## src/rtl/nexus_pkg.sv

```systemverilog
// nexus_pkg: shared constants and types for the SK1024 share filter.
//   - Stage constants of the upstream Skein/Keccak pipeline and the derived default
//     pipeline latency (nonce in -> Keccak output qword).
//   - filt_state_t: share filter FSM states.
//   - nonce_t: 64-bit nonce.
package nexus_pkg;

    localparam int unsigned SKEIN_RND_STAGES  = 4;
    localparam int unsigned SKEIN_KEY_STAGES  = 2;
    localparam int unsigned SKEIN_ROUNDS      = 20;
    localparam int unsigned SKEIN_KEY_INJ     = 21;
    localparam int unsigned KECCAK_RND_STAGES = 2;
    localparam int unsigned KECCAK_ROUNDS     = 24;

    // One Skein block: 20 rounds x 4 stages + 21 key injections x 2 stages = 122 cycles.
    localparam int unsigned SKEIN_LATENCY =
        SKEIN_ROUNDS * SKEIN_RND_STAGES + SKEIN_KEY_INJ * SKEIN_KEY_STAGES;
    // One Keccak permutation: 24 rounds x 2 stages = 48 cycles.
    localparam int unsigned KECCAK_LATENCY = KECCAK_ROUNDS * KECCAK_RND_STAGES;

    // Two Skein blocks followed by three Keccak permutations: 388 cycles.
    localparam int unsigned PIPE_LATENCY_DEFAULT = 2 * SKEIN_LATENCY + 3 * KECCAK_LATENCY;

    typedef logic [63:0] nonce_t;

    typedef enum logic [1:0] {
        IDLE,
        FILL,
        CHECK
    } filt_state_t;

endpackage

```

## src/rtl/share_fifo.sv

```systemverilog
// share_fifo: small synchronous FIFO with a registered head word.
//   clk_i      - clock
//   rst_ni     - asynchronous active-low reset, clears everything
//   flush_i    - synchronous flush; empties the FIFO, overrides push and pop
//   push_i     - write request for wdata_i
//   wdata_i    - data to write
//   pop_i      - consumer accepts the head (ignored while empty)
//   rdata_o    - head of the FIFO (registered)
//   valid_o    - FIFO non-empty
//   accept_o   - push_i was taken this cycle (not full, or full with a pop)
module share_fifo #(
    parameter int unsigned Width = 64,
    parameter int unsigned Depth = 8
) (
    input  logic             clk_i,
    input  logic             rst_ni,
    input  logic             flush_i,
    input  logic             push_i,
    input  logic [Width-1:0] wdata_i,
    input  logic             pop_i,
    output logic [Width-1:0] rdata_o,
    output logic             valid_o,
    output logic             accept_o
);

    localparam int unsigned AW = $clog2(Depth);

    logic [Width-1:0] mem_q [Depth];
    logic [AW-1:0]    wptr_q, wptr_d;
    logic [AW-1:0]    rptr_q, rptr_d;
    logic [AW-1:0]    rptr_nxt;
    logic [AW:0]      cnt_q, cnt_d;
    logic [Width-1:0] head_q, head_d;
    logic             empty, full, do_pop, do_push;

    assign empty    = (cnt_q == '0);
    assign full     = (cnt_q == (AW + 1)'(Depth));
    assign do_pop   = pop_i && !empty;
    // A full FIFO still takes a push when the head leaves in the same cycle.
    assign do_push  = push_i && (!full || do_pop);
    assign rptr_nxt = rptr_q + AW'(1);

    always_comb begin
        wptr_d = wptr_q;
        rptr_d = rptr_q;
        cnt_d  = cnt_q;
        head_d = head_q;
        if (flush_i) begin
            wptr_d = '0;
            rptr_d = '0;
            cnt_d  = '0;
            head_d = '0;
        end else begin
            if (do_push) wptr_d = wptr_q + AW'(1);
            if (do_pop)  rptr_d = rptr_nxt;
            case ({do_push, do_pop})
                2'b10:   cnt_d = cnt_q + (AW + 1)'(1);
                2'b01:   cnt_d = cnt_q - (AW + 1)'(1);
                default: cnt_d = cnt_q;
            endcase
            // Head tracks the oldest entry; a write into an empty (or emptying) FIFO
            // bypasses the array so the head is valid the cycle after the push.
            if (empty && do_push) begin
                head_d = wdata_i;
            end else if (do_pop) begin
                if (cnt_q >= (AW + 1)'(2)) begin
                    head_d = mem_q[rptr_nxt];
                end else if (do_push) begin
                    head_d = wdata_i;
                end
            end
        end
    end

    always_ff @(posedge clk_i or negedge rst_ni) begin
        if (!rst_ni) begin
            wptr_q <= '0;
            rptr_q <= '0;
            cnt_q  <= '0;
            head_q <= '0;
            for (int i = 0; i < int'(Depth); i++) mem_q[i] <= '0;
        end else begin
            wptr_q <= wptr_d;
            rptr_q <= rptr_d;
            cnt_q  <= cnt_d;
            head_q <= head_d;
            if (do_push && !flush_i) mem_q[wptr_q] <= wdata_i;
        end
    end

    assign rdata_o  = head_q;
    assign valid_o  = !empty;
    assign accept_o = do_push && !flush_i;

endmodule

```

## src/rtl/nexus_share_filter.sv

```systemverilog
// nexus_share_filter: matches Keccak output qwords against a share target and queues
// the nonces that produced them.
//   clk, nHashRst          - clock, asynchronous active-low reset
//   work_load, work_nonce  - new work strobe and its base nonce
//   target                 - share target, latched on work_load (hit: qword <= target)
//   hash_qword             - Keccak output qword, one per cycle once the pipe is full
//   nonce_out, nonce_valid,
//   nonce_ready            - winning-nonce FIFO head with valid/ready handshake
//   busy                   - pipeline filling after a work load
//   overflow               - sticky: a hit was dropped on a full FIFO
//   hit_count              - saturating count of accepted hits since the last load
module nexus_share_filter
    import nexus_pkg::*;
#(
    parameter int unsigned PIPE_LATENCY = PIPE_LATENCY_DEFAULT,
    parameter int unsigned FIFO_DEPTH   = 8
) (
    input  logic        clk,
    input  logic        nHashRst,
    input  logic        work_load,
    input  logic [63:0] work_nonce,
    input  logic [63:0] target,
    input  logic [63:0] hash_qword,
    output logic [63:0] nonce_out,
    output logic        nonce_valid,
    input  logic        nonce_ready,
    output logic        busy,
    output logic        overflow,
    output logic [31:0] hit_count
);

    localparam int unsigned CntW = (PIPE_LATENCY > 1) ? $clog2(PIPE_LATENCY) : 1;

    filt_state_t     state_q;
    logic [CntW-1:0] fill_cnt_q;
    nonce_t          cur_nonce_q;
    logic [63:0]     tgt_q;
    logic            overflow_q;
    logic [31:0]     hit_count_q;

    logic hit, push_req, push_acc;

    assign hit = (state_q == CHECK) && (hash_qword <= tgt_q);
    // A new load makes any in-flight hit stale.
    assign push_req = hit && !work_load;

    always_ff @(posedge clk or negedge nHashRst) begin
        if (!nHashRst) begin
            state_q     <= IDLE;
            fill_cnt_q  <= '0;
            cur_nonce_q <= '0;
            tgt_q       <= '0;
            overflow_q  <= 1'b0;
            hit_count_q <= '0;
        end else if (work_load) begin
            state_q     <= FILL;
            fill_cnt_q  <= '0;
            cur_nonce_q <= work_nonce;
            tgt_q       <= target;
            overflow_q  <= 1'b0;
            hit_count_q <= '0;
        end else begin
            unique case (state_q)
                IDLE: ;
                FILL: begin
                    fill_cnt_q <= fill_cnt_q + CntW'(1);
                    if (fill_cnt_q == CntW'(PIPE_LATENCY - 1)) state_q <= CHECK;
                end
                CHECK: begin
                    cur_nonce_q <= cur_nonce_q + 64'd1;
                    if (push_req && !push_acc) overflow_q <= 1'b1;
                    if (push_acc && (hit_count_q != 32'hFFFF_FFFF)) begin
                        hit_count_q <= hit_count_q + 32'd1;
                    end
                end
                default: state_q <= IDLE;
            endcase
        end
    end

    share_fifo #(
        .Width (64),
        .Depth (FIFO_DEPTH)
    ) u_fifo (
        .clk_i    (clk),
        .rst_ni   (nHashRst),
        .flush_i  (work_load),
        .push_i   (push_req),
        .wdata_i  (cur_nonce_q),
        .pop_i    (nonce_ready),
        .rdata_o  (nonce_out),
        .valid_o  (nonce_valid),
        .accept_o (push_acc)
    );

    assign busy      = (state_q == FILL);
    assign overflow  = overflow_q;
    assign hit_count = hit_count_q;

endmodule
```

## config.mk

```make
export PLATFORM = sky130hd
export DESIGN_NAME = nexus_share_filter
export DESIGN_NICKNAME = d
export VERILOG_FILES = /design/src/rtl/nexus_pkg.sv /design/src/rtl/share_fifo.sv /design/src/rtl/nexus_share_filter.sv
export SDC_FILE = /design/constraint.sdc
export NUM_CORES = 1
export LEC_CHECK = 0
export ABC_AREA = 1
export CAP_MARGIN = 10
export CELL_PAD_IN_SITES_DETAIL_PLACEMENT = 1
export CELL_PAD_IN_SITES_GLOBAL_PLACEMENT = 2
export CORE_MARGIN = 8
export CORE_UTILIZATION = 39
export CTS_BUF_LIST = sky130_fd_sc_hd__clkbuf_4 sky130_fd_sc_hd__clkbuf_8 sky130_fd_sc_hd__clkbuf_16
export DETAILED_ROUTE_END_ITERATION = 6
export DONT_BUFFER_PORTS = 1
export PLACE_DENSITY = 0.86
export SETUP_SLACK_MARGIN = 0.3
export SLEW_MARGIN = 20
export SYNTH_ARGS = -nofsm -noshare
export SYNTH_HDL_FRONTEND = slang
export SYNTH_SLANG_ARGS = --single-unit
```

## constraint.sdc

```tcl
create_clock -name clk -period 3.05 [get_ports clk]
set_input_delay 0.915 -clock clk [delete_from_list [all_inputs] [get_ports clk]]
set_output_delay 0.915 -clock clk [all_outputs]
set_load 0.01 [all_outputs]
```

==> results of run 1 <==
layer usage:
metal / part of all wire / vias to the layer above
li1: - / 15200
met1: 0.41 / 17600
met2: 0.46 / 1368
met3: 0.097 / 324
met4: 0.036 / 14
met5: 0.00061 / -
where the power goes:
part | switching [µW] | internal (µW)
Combinational | 2660 | 1060
Clock | 4580 | 6600
Sequential | 297 | 10300
synthesized netlist by cell type (all sizes together) (12+ instances only):
library cell | number | share of area
o22ai | 14 | 0.0023
nor4 | 25 | 0.0043
o21ai | 629 | 0.095
buf | 140 | 0.032
inv | 204 | 0.020
a21oi | 301 | 0.040
nand2 | 1362 | 0.14
xor2 | 70 | 0.016
clkbuf | 210 | 0.021
nand4 | 44 | 0.0072
nor3 | 53 | 0.0070
xnor2 | 14 | 0.0032
dfrtp | 758 | 0.50
o221ai | 12 | 0.0028
ha | 71 | 0.023
o311a | 64 | 0.017
a221oi | 128 | 0.030
o211ai | 27 | 0.0053
nor2 | 164 | 0.016
nand3 | 128 | 0.017
per-stage QoR:
step	TNS [ns]	instance area (µm²)
2_1_floorplan	0	38300
3_3_place_gp	-95.88	39800
3_5_place_dp	-124.27	39800
4_1_cts	0	43400
5_1_grt	0	47200
6_report	0	47300
final cells by class:
type                    count  area (µm²)
fillers                 10900       49300
flip-flops and latches    758       19000
multi-input cells        3137       18300
repair buffers            296        4520
clock buffers             132        2680
well taps                1276        1600
inverters                 209         817
clock inverters            27         342
diodes                     18        45.0
sequential cells by signal (all words and copies together), names as in the netlist:
signal,cells
u_fifo.wptr_q,3
overflow,1
u_fifo.mem_q,512
u_fifo.rptr_q,3
cur_nonce_q,64
u_fifo.rdata_o,64
hit_count,32
state_q,2
u_fifo.cnt_q,4
fill_cnt_q,9
tgt_q,64
worst max-delay path, cell delays in order (launching register included):
cell	delay (ns)
dfrtp_1	0.34
inv_1	0.07
ha_4	0.27
nand2_1	0.09
nor4_4	0.27
nand2_1	0.11
nor2_2	0.14
nand4_1	0.10
nand2_2	0.13
nand2_4	0.09
clkinv_4	0.07
nand2_8	0.06
inv_8	0.08
buf_12	0.13
buf_8	0.12
nand2_8	0.11
buf_4	0.19
clkbuf_16	0.19
nand2_1	0.07
o21ai_1	0.06
final timing paths:
| kind | startpoint | slack (ns) | endpoint |
|---|---|---|---|
| max | tgt_q[49] | 0.16 | u_fifo.mem_q[310] |
| min | nHashRst | 0.13 | u_fifo.rdata_o[22] |
| max reg2reg | tgt_q[49] | 0.16 | u_fifo.mem_q[310] |
| min reg2reg | u_fifo.mem_q[230] | 0.48 | u_fifo.mem_q[230] |
| max in group asynchronous | nHashRst | 0.89 | tgt_q[3] |
| min in group clk | work_load | 0.37 | tgt_q[7] |
layout by cell type (no fill, tap or decap), types with 27 or more instances in the layout:
cell type and n:
nand2_1 1194, dfrtp_1 757, a21oi_1 295, o21ai_2 222, o21ai_1 211, o21ai_0 194
inv_1 180, nor2_1 148, clkbuf_16 137, buf_4 129, a221oi_1 128, nand3_1 120
nand2_4 88, nand2_2 72, buf_12 72, xor2_1 70, o311a_1 64, nor3_1 50
nand4_1 44, ha_1 38, ha_4 32, o211ai_1 27
cells by family (layout without fill, tap and decap cells):
logic type / Yosys count / count (layout) / share of synthesized area
other: 0 / 18 / 0
adders and majority gates: 72 / 72 / 0.0239
xor gates and xnor gates: 84 / 84 / 0.0194
DFF: 758 / 758 / 0.500
and+or+nand+nor: 1785 / 1792 / 0.190
AOI/OAI and AO/OA: 1189 / 1189 / 0.194
buffers and inverters: 559 / 664 / 0.0734
what timing repair did:
item,4_1_cts,5_1_grt
cloned,6,70
hold buffers,0,1
gates resized for setup,69,504
setup buffers,16,37
setup endpoints to repair,385,630
hold endpoints to repair,0,70
pin swaps,10,25
==> results.py, run 1 <==
metrics = {
    "logic_synthesis": {
        "synth_area_mm2": 0.0380,
        "synth_cells": 4447,
        "async_reset_ff_frac": 1.00,
        "yosysWarnings": 0,
        "seq_area_frac_synth": 0.500,
        "synth_cell_types": 47,
        "ys_seq_elements": 758,
        "synth_edf_count": 0,
        "synth-main-ff-cell": "dfrtp_1",
        "synth_nets": 4715,
        "avgSynthCellArea_um2": 8.54,
    },
    "floorplanning": {
        "dieWidth_um": 328,
        "start_util": 0.393,
        "die_area_mm2": 0.108,
        "fp-row-count": 114,
        "pin_count": 295,
        "die_y_um": 328,
        "core_mm2": 0.0966,
    },
    "drt": {
        "drt_iter0_markers": 3658,
        "drc": 0,
        "postRouteAntennaNets": 0,
        "drt-pass1-iter-count": 5,
        "routed_via_density": 5.90,
        "wire_per_inst_um": 26.2,
        "vias": 34500,
        "wl_um": 154000,
    },
    "global_route": {
        "grt_pass1_wl_um": 206000,
        "grt_usage": 0.241,
        "busiest_layer": "met2",
        "overflow": 0,
        "grt_max_degree": 759,
        "grt_pass1_vias": 34300,
        "antenna_found_initial": 26,
        "grt_use_met1": 0.321,
        "met2_usage": 0.379,
        "met3_usage": 0.0691,
    },
    "setup_path": {
        "critPathRequiredTime_ns": 3.56,
        "end_kind": "flip-flop",
        "crit_type": "reg -> reg",
        "worstRegToRegCells": 19,
        "critPathMaxFanout": 14,
        "worstPathArrival_ns": 3.40,
        "startpoint_type": "flip-flop",
    },
    "min_path": {
        "hp-class": "in -> async",
    },
    "run_status": {
        "outcome": "completed",
    },
    "clock_tree": {
        "numCtsBuffers": 89,
        "clock_latency_ns": 0.69,
        "cts_tree": "built",
        "h-tree-depth": 3,
        "clockRootBuffer": "clkbuf_16",
        "path_clk_slew_ns": 0.06,
        "cts_buffer_depth": 3,
        "cts_sinks": 758,
    },
    "pwr": {
        "peakVddDrop_mv": 0.412,
        "power.density_cell_area_mw_per_mm2": 540,
        "cellLeakagePower_uw": 0.0208,
        "p_total_uw": 25500,
    },
    "sta": {
        "hold_violations": 0,
        "setup_viol_count_final": 0,
        "slew_headroom": 0.0780,
        "min_period_ns": 2.89,
        "max_freq_mhz": 346,
        "rsz0062_at_grt": "yes",
        "final.setup_skew_ns": 0.0352,
        "min_period_over_period": 0.947,
        "layout_setup_ws_ns": 0.163,
        "slew_violations": 0,
        "worst_pin_slew_ns": 1.38,
        "holdWs_ns": 0.133,
    },
    "cells_and_area": {
        "drive_gt1_frac": 0.209,
        "fin_cells": 5853,
        "num-nets-final": 4759,
        "post-route-util": 0.489,
        "syn_to_final_growth_pct": 24.5,
    },
    "place": {
        "dp_cells": 5542,
        "place.detailed.hpwl_um": 83500,
        "port_buffers": 0,
        "preCtsSetupSlack_ns": -0.319,
        "place.gp.congestion": 0.852,
    },
    "flow_run": {
        "maxCapViolCount": 0,
    },
}
No activity file was read; power rests on OpenSTA's default activity.
==> run 2: changes to the inputs <==
SKIP_LAST_GASP = 1   (was default)
==> results of run 2 <==
No change in the layout: final DEF, timing and power equal those of run 1.
